$ cat config.mk
export PLATFORM = sky130hd
export DESIGN_NAME = io_panel
export DESIGN_NICKNAME = d
export VERILOG_FILES = /design/src/rtl/io_panel.sv
export SDC_FILE = /design/constraint.sdc
export NUM_CORES = 1
export LEC_CHECK = 0
export CORE_ASPECT_RATIO = 0.9
export CORE_MARGIN = 1
export CORE_UTILIZATION = 52
export DETAILED_ROUTE_END_ITERATION = 10
export PLACE_DENSITY = 0.87
export SKIP_LAST_GASP = 1
export SYNTH_ARGS = -nofsm -noshare
export SYNTH_HDL_FRONTEND = slang
export SYNTH_SLANG_ARGS = --single-unit
$ cat constraint.sdc
create_clock -name clock -period 2.7 [get_ports clock]
set_input_delay 0.27 -clock clock [delete_from_list [all_inputs] [get_ports clock]]
set_output_delay 0.27 -clock clock [all_outputs]
set_load 0.05 [all_outputs]
$ cat src/rtl/io_panel.sv
// io_panel: eight 16-bit display slots scanned onto an 8-digit multiplexed
// seven-segment display, plus two debounced switch banks for the processor.
module io_panel #(
  parameter int SCAN_DIV  = 1000,
  parameter int DB_CYCLES = 50000
) (
  input  logic        clock,
  input  logic        reset,
  input  logic [15:0] outval1,
  input  logic [15:0] outval2,
  input  logic [2:0]  outsel,
  input  logic        outdisplay,
  input  logic [1:0]  page,
  input  logic [15:0] sw_a,
  input  logic [15:0] sw_b,
  output logic [15:0] inpval1,
  output logic [15:0] inpval2,
  output logic [7:0]  dig_n,
  output logic [7:0]  seg_n
);

  localparam logic [15:0] SCAN_LAST = 16'(SCAN_DIV - 1);
  localparam int          DB_W      = $clog2(DB_CYCLES);
  localparam logic [DB_W-1:0] DB_LAST = DB_W'(DB_CYCLES - 1);

  // outval2 belongs to the OUT path but has no role on the panel.
  logic unused_outval2;
  assign unused_outval2 = ^outval2;

  logic [15:0] slot [8];
  logic [15:0] presc;
  logic [2:0]  idx;
  logic [2:0]  slot_sel;
  logic [15:0] shown;
  logic [3:0]  nib;
  logic [6:0]  glyph;

  // Slot registers: a strobe loads outval1 into the addressed slot.
  always_ff @(posedge clock or negedge reset) begin
    // NOTE: the slot array is cleared on reset so the panel shows zeros
    // straight away; this keeps it as flops rather than a RAM macro.
    if (!reset) begin
      for (int i = 0; i < 8; i++) slot[i] <= '0;
    end else if (outdisplay) begin
      slot[outsel] <= outval1;
    end
  end

  // Scan prescaler and digit index: index advances once per SCAN_DIV cycles.
  always_ff @(posedge clock or negedge reset) begin
    if (!reset) begin
      presc <= '0;
      idx   <= '0;
    end else if (presc == SCAN_LAST) begin
      presc <= '0;
      idx   <= idx + 3'd1;
    end else begin
      presc <= presc + 16'd1;
    end
  end

  // Pick the nibble for the current digit and decode it to segments.
  always_comb begin
    // NOTE: every output of this block is assigned on every path (the case
    // has a default), so no latch can be inferred.
    slot_sel = {page, idx[2]};
    shown    = slot[slot_sel];
    nib      = shown[{idx[1:0], 2'b00} +: 4];
    case (nib)
      4'h0:    glyph = 7'b1000000;
      4'h1:    glyph = 7'b1111001;
      4'h2:    glyph = 7'b0100100;
      4'h3:    glyph = 7'b0110000;
      4'h4:    glyph = 7'b0011001;
      4'h5:    glyph = 7'b0010010;
      4'h6:    glyph = 7'b0000010;
      4'h7:    glyph = 7'b1111000;
      4'h8:    glyph = 7'b0000000;
      4'h9:    glyph = 7'b0010000;
      4'hA:    glyph = 7'b0001000;
      4'hB:    glyph = 7'b0000011;
      4'hC:    glyph = 7'b1000110;
      4'hD:    glyph = 7'b0100001;
      4'hE:    glyph = 7'b0000110;
      default: glyph = 7'b0001110;
    endcase
  end

  // Register digit enable and segments together so they switch on one edge.
  always_ff @(posedge clock or negedge reset) begin
    if (!reset) begin
      dig_n <= 8'hFF;
      seg_n <= 8'hFF;
    end else begin
      dig_n <= ~(8'h01 << idx);
      seg_n <= {(idx != 3'd4), glyph};
    end
  end

  // Switch banks: index 0 is sw_a, index 1 is sw_b.
  logic [1:0][15:0]     raw, meta, sync, sync_q, stable;
  logic [1:0][DB_W-1:0] cnt;

  assign raw = {sw_b, sw_a};

  // Two-flop synchronizer, then per-bus debounce. A change of the synced
  // value while still differing restarts the count at one, so that a clean
  // step is accepted exactly DB_CYCLES+2 cycles after it hits the pins.
  always_ff @(posedge clock or negedge reset) begin
    if (!reset) begin
      meta   <= '0;
      sync   <= '0;
      sync_q <= '0;
      stable <= '0;
      cnt    <= '0;
    end else begin
      meta   <= raw;
      sync   <= meta;
      sync_q <= sync;
      for (int b = 0; b < 2; b++) begin
        if (sync[b] == stable[b]) begin
          cnt[b] <= '0;
        end else if (sync[b] != sync_q[b]) begin
          cnt[b] <= DB_W'(1);
        end else if (cnt[b] == DB_LAST) begin
          stable[b] <= sync[b];
          cnt[b]    <= '0;
        end else begin
          cnt[b] <= cnt[b] + DB_W'(1);
        end
      end
    end
  end

  assign inpval1 = stable[0];
  assign inpval2 = stable[1];

endmodule

==> results of run 1 <==
-- cell families (layout without fill, tap and decap cells) --
family | count (synthesis) | count (layout) | share of synthesized area
compound gates | 16 | 16 | 0.00840
xor+xnor | 107 | 107 | 0.0707
fa+ha+maj | 15 | 15 | 0.0142
buf+inv | 45 | 214 | 0.0171
flops | 322 | 322 | 0.609
mux | 209 | 209 | 0.213
simple gates | 170 | 170 | 0.0672
-- metal layers --
layer / global-route usage / up-vias / part of all wire
li1: - / 3435 / -
met1: 0.298 / 3946 / 0.45
met2: 0.344 / 159 / 0.49
met3: 0.0324 / 54 / 0.041
met4: 0.0605 / 0 / 0.026
met5: 0 / - / 0
-- power by group through the flow --
stage | Sequential, mW | Clock [mW] | Combinational [mW]
after floorplan | 5.83 | 0 | 0.861
after global placement | 5.72 | 0 | 1.50
after detailed placement | 5.76 | 0 | 1.56
after CTS | 5.68 | 4.40 | 1.57
after global routing | 5.74 | 4.58 | 1.69
final | 5.68 | 4.33 | 1.55
-- critical path, delay by kind of cell, from the launching register on --
kind	cells	cell delay, ns
fa+ha+maj	1	0.23
mux	4	1.34
buf+inv	2	0.17
compound gates	1	0.18
flops	1	0.39
-- cell usage after synthesis, types with 3 or more instances --
cell type  number  area (µm²)
a21oi_1         6        30.0
and3_1          9        56.3
and4_1          4        35.0
buf_2           3        15.0
buf_6           4        45.0
clkbuf_1       19        71.3
dfrtp_1       307        7680
dfstp_2        15         394
ha_1           15         188
inv_1          11        41.3
inv_2           3        11.3
mux2_1        160        1800
mux2i_1         9        90.1
mux4_1          8         210
mux4_2         30         676
nand2_1        29         109
nand3_1        20         100
nand4_1        20         125
nand4b_1        4        35.0
nor2_1         47         176
nor3_1          8        40.0
nor3b_1         5        37.5
nor4_1         10        62.6
nor4b_1         3        26.3
xnor2_1        70         613
xor2_1         37         324
-- state kept, by name (all words and copies together), names as in the netlist --
signal   count
idx          3
inpval1     16
slot       128
cnt         32
seg_n        7
dig_n        8
sync_q      32
inpval2     16
presc       16
meta        32
sync        32
-- metrics by stage --
stage | total power, mW | cell area, µm² | util | cells | hold WS [ns]
finish | 11.6 | 16000 | 0.637 | 1395 | 0.168
global route | 12.0 | 16000 | 0.637 | 1395 | 0.152
CTS | 11.7 | 16000 | 0.637 | 1395 | 0.139
detailed placement | 7.32 | 15000 | 0.596 | 1339 | 0.321
global placement | 7.22 | 15000 | 0.596 | 1339 | 0.311
floorplan | 6.69 | 13300 | - | 884 | -0.0256
-- worst max path at each step --
stage and to:
2_1_floorplan seg_n[0], 3_3_place_gp seg_n[0], 3_5_place_dp seg_n[4], 4_1_cts seg_n[4], 5_1_grt seg_n[4], 6_report seg_n[4]
-- cell type report --
type | instances | area [µm²]
repair buffers | 145 | 1440
clock inverters | 10 | 128
flip-flops and latches | 322 | 8080
inverters | 14 | 52.6
fillers | 1713 | 9120
multi-input cells | 517 | 4980
clock buffers | 45 | 898
well taps | 342 | 428
-- timing repair --
item	4_1_cts	5_1_grt
resized for setup	0	0
hold buffers	1	0
endpoints found under the hold margin	76	0
==> flow_summary.toml, run 1 <==
[detailed_routing]
wl_per_cell_um = 18.7
drc = 0
drtIter0Drc = 484
wl_um = 26100
detail-route-antenna-nets = 0
dr.pass1.iters = 4
via_per_inst = 5.44
vias = 7594

[layout]
layout_common_cells = "307 x dfrtp_1, 160 x mux2_1, 101 x clkdlybuf4s50_1"
nets = 1118
n_antenna_cell = 0
area_delta_synth_final_pct = 20.7
drive_above_1_share = 0.143
layout_commonest_cell = "dfrtp_1"

[worst_setup_path]
path_common_cell = "mux4_2"
worstPathRequired_ns = 3.16
cp-start-kind = "flip-flop"
cp-startpoint = "slot[20]"
cp.arrival_ns = 2.85
cpPeakStageDelay_ns = 0.53
r2r_slack_ns = 0.31
crit_slowest_cell = "mux4_2"
r2r-start = "slot[20]"
reg2reg_to = "seg_n[4]"
crit_type = "reg2reg"
endpoint_kind = "flip-flop"
crit_chain = "mux4_2, mux4_2, mux2i_4, inv_2, ha_1, inv_1, mux2i_1, a21o_1"
critPathMaxFanout = 5
rr_worst_depth = 8

[clock_tree]
clock_sinks = 322
cts-root-buf = "clkbuf_16"
cts_tree = "yes"
cts_buffers = 31
cts_buffer_depth = 3
clk_pin_slew_ns = 0.06
cts_setup_buffers = 0
clock_latency_ns = 0.54
h-tree-depth = 1

[floorplan]
fp.coreArea_um2 = 25100
start_util = 0.528
dieHeight_um = 153
die_w_um = 170
io_pins = 120
core.rowCount = 55
fp.dieArea_um2 = 26100

[sta]
post-route-min-period_ns = 2.39
setup_viol = 0
slew_headroom = 0.558
worst_pin_slew_ns = 0.663
hold_viol = 0
fmax_ghz = 0.419
rsz0062_at_grt = "false"
finClkSkew_ns = 0.0141
fin_ws_ns = 0.313
post-route-period-util = 0.884
slew_violations = 0
tns_ns = 0

[min_path]
holdPathStages = 1
hold_path_end = "meta[29]"
min_path_type = "in2reg"
min-delay-start = "sw_b[13]"

[global_route]
grt_usage = 0.212
antenna_found_initial = 0
grt_max_degree = 85
grt_pass1_vias = 8252
grt_pass1_wl_um = 43600
grt_overflow_total = 0

[power]
netSwitchingFraction = 0.239
pwr-share-comb = 0.134
clockPowerShare = 0.374
powerDensity_nw_per_um2 = 723
netSwitchingPower_mw = 2.77
power_frac_seq = 0.491
p_int_mw = 8.80
p_leak_nw = 6.88
vdd_drop_max_v = 0.000547

[job]
max_cap_violations = 0

[logic_synthesis]
postSynth.asyncResetShare = 1.00
synth-edff-count = 0
mappedNetlistNets = 971
syn_inst = 884
synth_ff_type = "dfrtp_1"
synth.distinct_cells = 45
yosys_warnings = 0
yosysSeqAreaShare = 0.609
ys_ff_latch = 322
syn_area_um2 = 13300
avgSynthCellArea_um2 = 15.0

[place]
port_buffers = 103
hpwl_um = 17000
gp_congestion = 0.781
place_ws_ns = -0.0886

[run_status]
run_status = "finished, final reports clean"
Note: power is estimated with default switching activity, not from simulation.
==> run 2, diff against run 1 <==
--- a/config.mk
+++ b/config.mk
@@ -6,7 +6,6 @@
 export NUM_CORES = 1
 export LEC_CHECK = 0
 export CORE_ASPECT_RATIO = 0.9
-export CORE_MARGIN = 1
 export CORE_UTILIZATION = 52
 export DETAILED_ROUTE_END_ITERATION = 10
 export PLACE_DENSITY = 0.87
==> results of run 2 <==
The final DEF is identical to that of run 1; final timing and power are the same.
